===== src/rtl/mitll_pipe_pkg.sv =====
// mitll_pipe_pkg: op codes and per-bit op evaluation for the clocked logic pipe.
// Latency: combinational helpers only.
// Backpressure: not applicable.
package mitll_pipe_pkg;

  localparam logic [2:0] OP_BUF         = 3'd0;
  localparam logic [2:0] OP_NOT         = 3'd1;
  localparam logic [2:0] OP_AND         = 3'd2;
  localparam logic [2:0] OP_OR          = 3'd3;
  localparam logic [2:0] OP_XOR         = 3'd4;
  localparam logic [2:0] OP_XNOR        = 3'd5;
  localparam logic [2:0] OP_ILLEGAL_MIN = 3'd6;

  // Illegal codes fall into the default and yield 0, which is the required result.
  function automatic logic op_bit(input logic [2:0] op, input logic a, input logic b);
    case (op)
      OP_BUF:  op_bit = a;
      OP_NOT:  op_bit = ~a;
      OP_AND:  op_bit = a & b;
      OP_OR:   op_bit = a | b;
      OP_XOR:  op_bit = a ^ b;
      OP_XNOR: op_bit = ~(a ^ b);
      default: op_bit = 1'b0;
    endcase
  endfunction

endpackage


===== src/rtl/mitll_pipe_stage.sv =====
// mitll_pipe_stage: one DFF stage holding {valid, data, err}.
// Latency: 1 cycle.
// Backpressure: none, advances every cycle.
module mitll_pipe_stage #(
  parameter int DW = 16
) (
  input  logic          C,
  input  logic          RN,
  input  logic          d_valid,
  input  logic [DW-1:0] d_data,
  input  logic          d_err,
  output logic          q_valid,
  output logic [DW-1:0] q_data,
  output logic          q_err
);

  always_ff @(posedge C or negedge RN) begin
    if (!RN) begin
      q_valid <= 1'b0;
      q_data  <= '0;
      q_err   <= 1'b0;
    end else begin
      q_valid <= d_valid;
      q_data  <= d_data;
      q_err   <= d_err;
    end
  end

endmodule


===== src/rtl/mitll_logic_pipe.sv =====
// mitll_logic_pipe: multi-channel bitwise op unit with DEPTH-stage valid-tagged pipeline.
// Latency: exactly DEPTH cycles, full throughput. Optional counters via MITLL_PIPE_STATS_EN.
// Backpressure: none; beats are never stalled.
module mitll_logic_pipe
  import mitll_pipe_pkg::*;
#(
  parameter int WIDTH    = 8,
  parameter int CHANNELS = 2,
  parameter int DEPTH    = 3,
  parameter int CNT_W    = 16
) (
  input  logic                      C,
  input  logic                      RN,
  input  logic                      IN_VALID,
  input  logic [2:0]                OP,
  input  logic [CHANNELS-1:0]       CH_EN,
  input  logic [CHANNELS*WIDTH-1:0] A,
  input  logic [CHANNELS*WIDTH-1:0] B,
  output logic [CHANNELS*WIDTH-1:0] Q,
  output logic                      OUT_VALID,
  output logic                      OP_ERR,
`ifdef MITLL_PIPE_STATS_EN
  output logic                      BUSY,
  input  logic                      CLR_STATS,
  output logic [CNT_W-1:0]          BEAT_CNT,
  output logic [CNT_W-1:0]          ERR_CNT
`else
  output logic                      BUSY
`endif
);

  localparam int DW = CHANNELS * WIDTH;

  if (WIDTH < 1 || CHANNELS < 1 || DEPTH < 1 || CNT_W < 1) begin : g_bad_cfg
  end

  logic [DEPTH:0] vld;
  logic [DEPTH:0] err;
  logic [DW-1:0]  dat [DEPTH+1];

  logic [DW-1:0] op_dat;
  logic          op_err;

  // Bubbles and disabled channels carry zero so Q is 0 whenever OUT_VALID is 0.
  always_comb begin
    op_dat = '0;
    op_err = 1'b0;
    if (IN_VALID) begin
      op_err = (OP >= OP_ILLEGAL_MIN);
      for (int k = 0; k < CHANNELS; k++) begin
        for (int j = 0; j < WIDTH; j++) begin
          if (CH_EN[k]) op_dat[k*WIDTH+j] = op_bit(OP, A[k*WIDTH+j], B[k*WIDTH+j]);
        end
      end
    end
  end

  assign vld[0] = IN_VALID;
  assign dat[0] = op_dat;
  assign err[0] = op_err;

  for (genvar i = 0; i < DEPTH; i++) begin : g_stage
    mitll_pipe_stage #(.DW(DW)) u_stage (
      .C       (C),
      .RN      (RN),
      .d_valid (vld[i]),
      .d_data  (dat[i]),
      .d_err   (err[i]),
      .q_valid (vld[i+1]),
      .q_data  (dat[i+1]),
      .q_err   (err[i+1])
    );
  end

  assign Q         = dat[DEPTH];
  assign OUT_VALID = vld[DEPTH];
  assign OP_ERR    = err[DEPTH];
  assign BUSY      = |vld[DEPTH:1];

`ifdef MITLL_PIPE_STATS_EN
  // Clear wins over a coincident increment; both counters saturate.
  always_ff @(posedge C or negedge RN) begin
    if (!RN) begin
      BEAT_CNT <= '0;
      ERR_CNT  <= '0;
    end else if (CLR_STATS) begin
      BEAT_CNT <= '0;
      ERR_CNT  <= '0;
    end else if (IN_VALID) begin
      if (BEAT_CNT != '1) BEAT_CNT <= BEAT_CNT + CNT_W'(1);
      if (OP >= OP_ILLEGAL_MIN && ERR_CNT != '1) ERR_CNT <= ERR_CNT + CNT_W'(1);
    end
  end
`endif

endmodule


===== config.mk =====
export PLATFORM = sky130hd
export DESIGN_NAME = mitll_logic_pipe
export DESIGN_NICKNAME = d
export VERILOG_FILES = /design/src/rtl/mitll_pipe_pkg.sv /design/src/rtl/mitll_pipe_stage.sv /design/src/rtl/mitll_logic_pipe.sv
export SDC_FILE = /design/constraint.sdc
export NUM_CORES = 1
export LEC_CHECK = 0
export CAP_MARGIN = 20
export CORE_MARGIN = 10
export CORE_UTILIZATION = 30
export CTS_CLUSTER_SIZE = 8
export DETAILED_ROUTE_END_ITERATION = 12
export GPL_ROUTABILITY_DRIVEN = 0
export GPL_TIMING_DRIVEN = 0
export PLACE_DENSITY = 0.64
export RECOVER_POWER = 50
export SLEW_MARGIN = 10
export SYNTH_ARGS = -nofsm -noshare
export SYNTH_HDL_FRONTEND = slang
export SYNTH_SLANG_ARGS = --single-unit

===== constraint.sdc =====
create_clock -name C -period 1.3 [get_ports C]
set_clock_uncertainty 0.15 [all_clocks]
set_input_delay 0.195 -clock C [delete_from_list [all_inputs] [get_ports C]]
set_output_delay 0.195 -clock C [all_outputs]
set_load 0.02 [all_outputs]

# [After elaboration in Yosys (flattened, before gate mapping)]
# Cells that the tools add are included.
# Widths: inputs -> output; s select.
[classes] add_sub_neg=0 multipliers=0 n_div=0 order_cmp=1 n_eq_ne=5 n_shift=0 muxes=34 bitwise_logic=80 reduce_logical=2
[op_table] cell="$pmux 1 s6" count=16
[op_table] cell="$not 1->1" count=32
[op_table] cell="$mux 1" count=17
[op_table] cell="$and 1x1->1" count=16
[op_table] cell="$mux 16" count=1
[op_table] cell="$or 1x1->1" count=16
[op_table] cell="$xor 1x1->1" count=16
[op_table] cell="$eq 3x2->1 const B" count=2
[op_table] cell="$eq 3x3->1 const B" count=2
[op_table] cell="$eq 3x1->1 const B" count=1
[op_table] cell="$ge 3x3->1 const B" count=1
[op_table] cell="$logic_not 3->1" count=1
[op_table] cell="$reduce_or 3->1" count=1
[word_totals] register_bits=54 latch_bits=0 ramBits=0 mem_bits_ro=0 inputBits=40 output_inout_bits=19 wordCells=131 n_memories=0

# [Depth between registers and ports, before layout]
# Gate-level depths: netlist of run 1.
[logic_depth] depth_word=5 mapped_depth=6 mapped_depth_nobuf=6

# [Cells and area by module]
# A second synthesis of run 1 with hierarchy kept.
[hier_totals] hier_cells=238 area_unflattened_um2=2702.6
[modules_own_cells] mod="mitll_logic_pipe" n_inst=1 cells_per_inst=184 area_each_um2=1351.3 seq_area_each_um2=0.0
[modules_own_cells] mod="mitll_pipe_stage" n_inst=3 cells_per_inst=18 area_each_um2=450.4 seq_area_each_um2=450.4

# [Worst setup path after synthesis of run 1]
# OpenSTA, ideal clock, no wires.
[synth_timing] path_kind="input -> register" startpoint="input A[1]" endpoint="register g_stage[0].u_stage.q_data[1]" setup_ns=0.120 t_arrival_ns=1.042 t_required_ns=1.030 path_slack_ns=-0.012 cell_stages=6 path_buffers=0 path_cell_list="inv_1 > ha_1 > nand2_1 > o21ai_0 > a221oi_1 > and3b_1"
[synth_rtl] element="from (decl)" line="mitll_logic_pipe.sv:17" rtl="input logic [CHANNELS*WIDTH-1:0] A,"
[synth_rtl] element="to (signal assigned)" line="mitll_pipe_stage.sv:24" rtl="q_data <= d_data;"
[synth_rtl] element="to (decl)" line="mitll_pipe_stage.sv:13" rtl="output logic [DW-1:0] q_data,"

# [Worst setup path after layout of run 1]
[layout_timing] startpoint="register g_stage[1].u_stage.q_valid" endpoint="output BUSY"
[layout_between] elab_chain_len=1
[layout_rtl] element="from (decl)" line="mitll_pipe_stage.sv:12" rtl="output logic q_valid,"
[layout_rtl] element="from (signal assigned)" line="mitll_pipe_stage.sv:23" rtl="q_valid <= d_valid;"
[layout_rtl] element="$reduce_or 3->1" line="mitll_logic_pipe.sv:78" rtl="assign BUSY = |vld[DEPTH:1];"
[layout_rtl] element="to (decl)" line="mitll_logic_pipe.sv:28" rtl="output logic BUSY"
# No other way between the ends.

==> results.md, run 1 <==
Outcome:
- The run finished, with violations left.
- The checks that failed: negative setup slack.

Power and ir drop:
- The leakage power is 1.93 nW.
- The power per standard cell area is about 940 mW/mm^2.
- In this run, the clock network consumes 29.0% of the power.
- The peak ir drop on the vdd network is slightly above 0.0005 V.
- Summed over all nets, the switching power comes to about 850 uW.
- Internal power comes to ~2.6 mW.
- Of the total power, the share spent switching nets is about 25%.
- The share of total power dissipated in sequential elements is 51.1%.
- The relative contribution of combinational cells to total power is 20.0%.

Synth:
- Counting every instance in the synthesized netlist gives 242.
- The number of nets in the synthesized netlist is 314.
- The number of synthesis warnings is 0.
- In this run the mean area of a mapped cell was 11.7 sq um.
- The part of the Yosys area used for sequential elements is 47.9%.
- The primary flip-flop cell chosen by synthesis mapping is dfrtp_1.
- The synthesized netlist devotes 14.9% of its cell area to compound gates.
- The flop and latch count out of synthesis is 54.
- The share of synthesized registers carrying an async set or reset is 100%.
- After Yosys synthesis, and, or, nand and nor cells account for 8.20% of the synthesized area.
- Counting flops with a built-in enable in the synthesized netlist gives 0.
- Counting distinct cell types in the post-synthesis netlist gives 32.
- The adder-cell share of the synthesized area is about 14%.
- After synthesis, the largest family of logic cells by area is compound AO/OA/AOI/OAI gates.
- The xor-xnor portion of the synthesized cell area is 0%.
- In the synthesized netlist, mux cells make up between 2 and 3% of the area.
- The post-synth design cell area is 0.00282 sq mm.

Critical path:
- The arrival time of data at the critical path endpoint is 1.19 ns.
- For this run, the slowest stage of the critical path takes about 0.38 ns.
- The kind of end point of the critical path is an output pin.
- The type of the setup path with the least slack is register to output pin.
- The most critical setup path has its startpoint at g_stage[1].u_stage.q_valid.
- The required time of the critical path is 0.95 ns.
- In this run the worst path has a maximum fanout of 2.
- The register-to-register path setup slack is 0.65 ns.
- The number of cells traversed by the worst register-to-register path is 0.
- The beginning of the worst register-to-register path is g_stage[0].u_stage.q_valid.
- The slowest stage cell on the critical path is dfrtp_1.
- The signal on the critical path passes through or3_4 -> buf_6.
- The worst setup path is launched from a register.

Detailed routing:
- The number of iterations in the first detailed-routing pass is 4.
- The per-cell via count in the routed design is 4.50.
- In the final routing, the length of wire on met1 measures 2410 um.
- The highest metal layer carrying signal wires in the routed design is met4.
- The met2 wirelength from detailed routing is 3020 um.
- The sum of routed wire length over all layers is 5960 um.
- Once detail routing completed, the nets flagged for antenna violations numbered 0.
- The number of vias in the routed layout is 1887.
- The wire length per cell after detailed routing is 14.2 um.
- The count of routing violations after the opening detailed-route iteration is 80.
- Summed over all nets, wire length on met3 after detailed routing comes to 381 um.
- After detailed routing, the number of remaining DRC violations is 0.

Layout:
- The number of nets in the layout is 379.
- Leaving out fill and tap cells, the most frequent cell in the layout is dfrtp_1.
- In the layout the commonest cells are 54 x dfrtp_1, 32 x ha_1, 27 x inv_1.
- The share of the core filled with cells in the final layout is 40.3%.
- 0 antenna diodes ended up in the layout.
- The synthesis-to-finish area growth is 31.2%.
- In the final layout, the share of cells above drive strength 1 is 38.3%.

Clock tree:
- CTS built an H-tree with a depth of 2.
- The later-pin clock latency in the skew report is 0.29 ns.
- TritonCTS built the clock tree.
- CTS placed an instance of clkbuf_8 at the clock tree root.
- The clock transition at the registers of the reported paths is 0.08 ns.
- The number of clock sinks is 54.
- In this run the deepest clock path goes through 2 buffers.
- Clock tree synthesis inserted a total of 5 buffers.

Timing:
- Setup violations remaining at the end of the flow were counted as 1.
- At the pin with the least slew margin, the transition time is 0.520 ns.
- Headroom to the max-slew limit came out at 65.3%.
- Setup repair after global routing could not meet its margin everywhere.
- The smallest clock period supported by the final layout is computed as 1.53 ns.
- The final setup slack of the worst path is -0.235 ns.
- Timing would allow up to between 600 and 700 MHz.
- The worst path uses 118% of the clock period.
- Final hold analysis gives a worst-case slack of 0.200 ns.
- The final number of hold-violating endpoints was 0.
- The number of pins with negative max-slew slack in the final report is 0.

Hold path:
- The worst hold path begins at g_stage[1].u_stage.q_data[8].
- The worst hold path was traced through 0 stages.
- The tightest min-delay check is of the register to register type.

Floorplan:
- The chip width is 117 um.
- The die covers 0.0137 sq mm.
- The count of standard-cell rows is 35.
- The die boundary height is 117 um.
- 59 I/O pins were placed.
- Once the floorplan was initialized, standard cells occupied between 30% and 40% of the core.
- The floorplan step defined a core boundary enclosing 0.00920 sq mm.

Global routing:
- The pin count of the biggest net entering global routing is 38.
- The first-pass GRT wire length is about 9700 um.
- The overall global routing resource usage is 8.98%.
- The number of global-route vias before repair is 1989.
- For this run the aggregate overflow at the end of global routing stands at 0.
- The initial antenna violation count was 0.

Place:
- The minimum setup slack after placement is -0.667 ns.
- Summed over all nets, the half-perimeter wirelength after detailed placement is 4620 um.
- Buffers placed on the I/O ports in this run total 57.

Run:
- The count of maximum capacitance violations is 0.
-- sequential cells by signal (all words and copies together) (netlist names) --
signal / count
g_stage.u_stage.q_err: 3
g_stage.u_stage.q_valid: 3
g_stage.u_stage.q_data: 48
-- worst paths after layout --
| kind | to |
|---|---|
| max in group asynchronous | g_stage[1].u_stage.q_data[5] |
| worst max-delay path | BUSY |
| worst min-delay path | g_stage[2].u_stage.q_data[8] |
| worst min register to register | g_stage[2].u_stage.q_data[8] |
| worst max register to register | g_stage[1].u_stage.q_valid |
| min in group asynchronous | g_stage[2].u_stage.q_data[9] |
-- critical path: cells and delay by family (launching register included) --
family                 cells  cell delay, ns
and+or+nand+nor            1            0.38
buffers and inverters      1            0.14
DFF                        1            0.38
-- final cells by class --
class | instances | area [sq um]
Timing Repair Buffer | 61 | 541
Inverter | 34 | 130
Buffer | 26 | 198
Fill cell | 911 | 5490
Tap cell | 111 | 139
Multi-Input combinational cell | 125 | 1230
Sequential cell | 54 | 1350
Clock buffer | 8 | 110
-- metrics by stage --
stage | instance area (sq um) | instances | total power, mW | setup TNS [ns]
final | 3700 | 419 | 3.46 | -0.235
after global routing | 3700 | 419 | 3.67 | -0.312
after floorplan | 2820 | 242 | 2.18 | 0
after global placement | 3530 | 410 | 2.45 | -91.07
after CTS | 3620 | 422 | 3.47 | -0.245
after detailed placement | 3550 | 411 | 2.48 | -10.96
-- cells by family (layout without fill, tap and decap cells) --
group | count (synthesis) | in the layout
AO/OA/AOI/OAI | 47 | 47
adder cells (fa/ha/maj) | 32 | 32
buffers and inverters | 63 | 129
flip-flops | 54 | 54
multiplexers | 6 | 6
AND/OR/NAND/NOR | 40 | 40
-- synth_stat cells, drive strengths merged (3+ instances only) --
cell,count,share of area [%]
and3,4,0.89
a221oi,13,6.3
buf,27,7.1
o221ai,6,1.9
inv,34,4.5
ha,32,14
dfrtp,54,48
o221a,7,2.8
nor3,7,2.1
and3b,3,0.93
mux2,4,2.1
nand2,17,2.3
a21oi,4,0.71
nor2,4,0.53
o21ai,14,2.5
-- power groups by stage --
stage               sequential [mW]  clock, mW  combinational, mW
floorplan                      1.80          0              0.376
global placement               1.80          0              0.653
detailed placement             1.80          0              0.679
CTS                            1.77       1.04              0.656
global route                   1.78       1.13              0.763
finish                         1.77       1.00              0.691
-- timing repair --
action	in CTS	in global routing
resized for setup	135	76
setup buffers	1	0
hold endpoints to repair	17	0
cloned	1	0
pin swaps	23	15
hold buffers	1	0
setup endpoints to repair	36	31
-- metal layers --
layer  up-vias  global-route usage, %
met4         0                   4.78
li1        941                      -
met2        50                   15.4
met5         -                      0
met3        12                   2.60
met1       884                   9.85
No activity file was read; power rests on OpenSTA's default activity.
==> run 2: changes to the inputs <==
Clock period 1.3 ns to 1.77 ns, I/O delays scaled along.
==> run 2 against run 1 <==
Compared with the run above: via count shrank 0.85%; cell count grew 0.24%; highest routed layer unchanged; die area is the same; hold slack lost 0.0050 ns; first-iteration DRC count grew 13%; combinational power shrank 29%; setup slack gained 0.28 ns; critical endpoint is now Q[8]; largest power group unchanged; count of clock-buffer cells in the layout shrank 1; routed wire length shrank 3.3%; clock power shrank 23%; flip-flop and latch count is the same; the flow now finishes without violations.
==> results.md, run 2 (synthesis gave the netlist of run 1 again) <==
Layout:
- Registers with the highest flip-flop counts: g_stage.u_stage.q_data (48), g_stage.u_stage.q_err (3), g_stage.u_stage.q_valid (3) (unchanged).
- The share of the core filled with cells in the final layout is 40.1% (was 40.3%).
- The total non-filler cell area in the finished layout is 0.00368 sq mm (was 0.00370 sq mm).
- The multi-input combinational cell area is 0.00114 sq mm (was 0.00123 sq mm).
- The number of flip-flops under the largest register name was 48 (unchanged).
- The count of filler cells inserted in the layout was 894 (was 911).
- The number of nets in the layout was 380 (was 379).
- The ratio of cells with drive above 1 in the final layout is 20.7% (was 38.3%).
- Most frequent cells in the layout: 54 x dfrtp_1, 45 x clkdlybuf4s50_1, 33 x inv_1 (was 54 x dfrtp_1, 32 x ha_1, 27 x inv_1).
- The count of non-filler cells in the finished layout came to 420 (was 419).
- The total inserted antenna cells came to 0 (unchanged).
- The flip-flop and latch area was 0.00135 sq mm (unchanged).
- The register with the highest flop count is g_stage.u_stage.q_data (unchanged).
- The synthesis-to-finish area growth was 30.6% (was 31.2%).
- The commonest non-fill, non-tap cell in the layout is dfrtp_1 (unchanged).

Power and ir drop:
- The fraction of power spent switching nets is 23.5% (was 24.7%).
- The total internal power came to 1.96 mW (was 2.61 mW).
- The peak ir drop on the vdd network was 0.000328 V (was 0.000507 V).
- The sequential share of power was 50.8% (was 51.1%).
- The relative contribution of combinational cells to total power is 19.3% (was 20.0%).
- The fraction of power consumed by the clock network was 30.0% (was 29.0%).
- The power per standard cell area came to 694 mW/mm^2 (was 935 mW/mm^2).
- The leakage power came to 1.99 nW (was 1.93 nW).
- The switching power summed over all nets was 602 uW (was 854 uW).

Critical path:
- The critical path launch point type was a register (unchanged).
- The kind of end point of the critical path is an output pin (unchanged).
- The beginning of the worst register-to-register path is g_stage[0].u_stage.q_valid (unchanged).
- The type of the setup path with the least slack is register to output pin (unchanged).
- The register-to-register path setup slack is 1.12 ns (was 0.65 ns).
- The arrival time of data at the critical path endpoint is 1.31 ns (was 1.19 ns).
- The worst flop-to-flop path endpoint is g_stage[1].u_stage.q_valid (unchanged).
- The maximum fanout along the worst path was 1 (was 2).
- The required time of the critical path is 1.35 ns (was 0.95 ns).
- The number of cells traversed by the worst register-to-register path is 0 (unchanged).

Outcome:
- Run status: finished clean (was finished, violations left).

Global routing:
- The overall global routing resource usage was 8.54% (was 8.98%).
- The first-pass GRT wire length came to 9320 um (was 9680 um).
- The number of global-route vias before repair was 1883 (was 1989).
- The total congestion overflow is 0 (unchanged).
- The pin count of the biggest net entering global routing is 41 (was 38).
- The initial antenna violation count is 0 (unchanged).

Timing:
- The final clock period utilization by the worst path is a little over nine tenths.
- The setup-violating endpoint count in the final report is 0 (was 1).
- The summed negative setup slack over all endpoints is 0 ns (was -0.235 ns).
- The number of pins with negative max-slew slack in the final report is 0 (unchanged).
- The normalized max-slew margin is 46.7% (was 65.3%).
- The pin slew with the least headroom to its limit is 0.800 ns (was 0.520 ns).
- The final number of hold-violating endpoints is 0 (unchanged).
- The post-layout minimum cycle time is approximately 1.7 ns.
- The final hold slack is 0.195 ns (was 0.200 ns).
- Static timing analysis puts the maximum clock frequency at 578 MHz.
- Unrepaired setup endpoints after global routing: no (was yes).

Detailed routing:
- The per-cell via count in the routed design is 4.45 (was 4.50).
- The count of routing violations after the opening detailed-route iteration is 90 (was 80).
- The sum of routed wire length over all layers is 5760 um (was 5960 um).
- The number of antenna-violating nets in the routed design was 0 (unchanged).
- The total DRC errors in the routed layout came to 0 (unchanged).
- The number of iterations in the first detailed-routing pass is 4 (unchanged).
- The wire length per cell after detailed routing came to 13.7 um (was 14.2 um).
- The number of vias in the routed layout is 1871 (was 1887).

Floorplan:
- The area enclosed by the die boundary is 0.0137 sq mm (unchanged).
- The number of primary I/O pins is 59 (unchanged).
- The count of standard-cell rows is 35 (unchanged).
- The chip width came to 117 um (unchanged).
- The initial core utilization is 30.7% (unchanged).
- The die boundary height was 117 um (unchanged).
- The floorplan core area was 0.00920 sq mm (unchanged).

Hold path:
- The number of instances on the worst hold path is 0 (unchanged).
- The terminating pin of the worst hold path is g_stage[1].u_stage.q_data[11] (was g_stage[2].u_stage.q_data[8]).
- The launch point of the worst hold path is g_stage[0].u_stage.q_data[11] (was g_stage[1].u_stage.q_data[8]).
- The type of the most critical hold path is register to register (unchanged).

Run:
- The count of maximum capacitance violations is 0 (unchanged).

Clock tree:
- The TritonCTS clock tree is built (unchanged).
- The number of buffers inserted by post-CTS setup repair came to 0 (was 1).
- The number of clock sinks is 54 (unchanged).
- The clock transition at the registers of the reported paths came to 0.09 ns (was 0.08 ns).
- The maximum buffer depth of the clock tree was 2 (unchanged).
- The root buffer cell was clkbuf_8 (unchanged).
- The later-pin clock latency in the skew report is 0.30 ns (was 0.29 ns).
- The CTS buffer count is 5 (unchanged).
- The number of H-tree levels is 2 (unchanged).

Place:
- The total instance count after detailed placement was 411 (unchanged).
- The total half-perimeter wirelength after legalization and detailed placement is 4520 um (was 4620 um).
- The count of buffers inserted at the top-level ports was 57 (unchanged).
- The area of placed instances came to 0.00355 sq mm (unchanged).
==> run 2: area by class of cell <==
cell class	instances	area share, %
multi-input cells	125	31.0
inverters	34	3.46
plain buffers	29	5.77
clock inverters	1	0.815
repair buffers	59	16.4
flip-flops and latches	54	36.7
well taps	111	3.77
clock buffers	7	2.07
==> run 2: worst max-delay path, cell delays in order, from the launching register on <==
cell	delay (ns)
dfrtp_1	0.37
buf_4	0.12
clkdlybuf4s50_1	0.53
==> run 2: metal layers <==
metal	routed length (um)	share of wire, %	track usage (%)	up-vias
met1	2590	45	10.5	875
met2	2550	44	13.5	50
met4	108	1.9	3.05	0
met5	0	0	0	-
met3	503	8.7	3.06	8
li1	-	-	-	938
==> run 2: repair_timing <==
item / CTS / global route
endpoints found under the setup margin: 1 / 14
pin swaps: 0 / 1
resized for setup: 2 / 14
hold endpoints to repair: 14 / 0
hold buffers: 1 / 0
==> run 2: power by group through the flow <==
stage	clock network [mW]	logic, mW	registers (mW)
floorplan	0	0.276	1.32
global placement	0	0.479	1.32
detailed placement	0	0.497	1.32
CTS	0.792	0.500	1.30
global route	0.836	0.548	1.30
finish	0.766	0.493	1.30
==> run 2: per-stage QoR <==
step | setup slack [ns] | power (mW)
after floorplan | 0.388 | 1.60
after global placement | -1.05 | 1.80
after detailed placement | -0.228 | 1.82
after CTS | 0.00661 | 2.59
after global routing | 0.000415 | 2.69
final | 0.0414 | 2.56
==> run 2: worst max-delay path by stage <==
stage / slack (ns) / from / to
6_report: 0.04 / g_stage[2].u_stage.q_data[8] / Q[8]
5_1_grt: 0.0004 / A[9] / g_stage[0].u_stage.q_data[9]
4_1_cts: 0.007 / g_stage[1].u_stage.q_valid / BUSY
3_5_place_dp: -0.23 / A[3] / g_stage[0].u_stage.q_data[3]
3_3_place_gp: -1.05 / RN / g_stage[0].u_stage.q_data[10]
2_1_floorplan: 0.39 / A[1] / g_stage[0].u_stage.q_data[1]
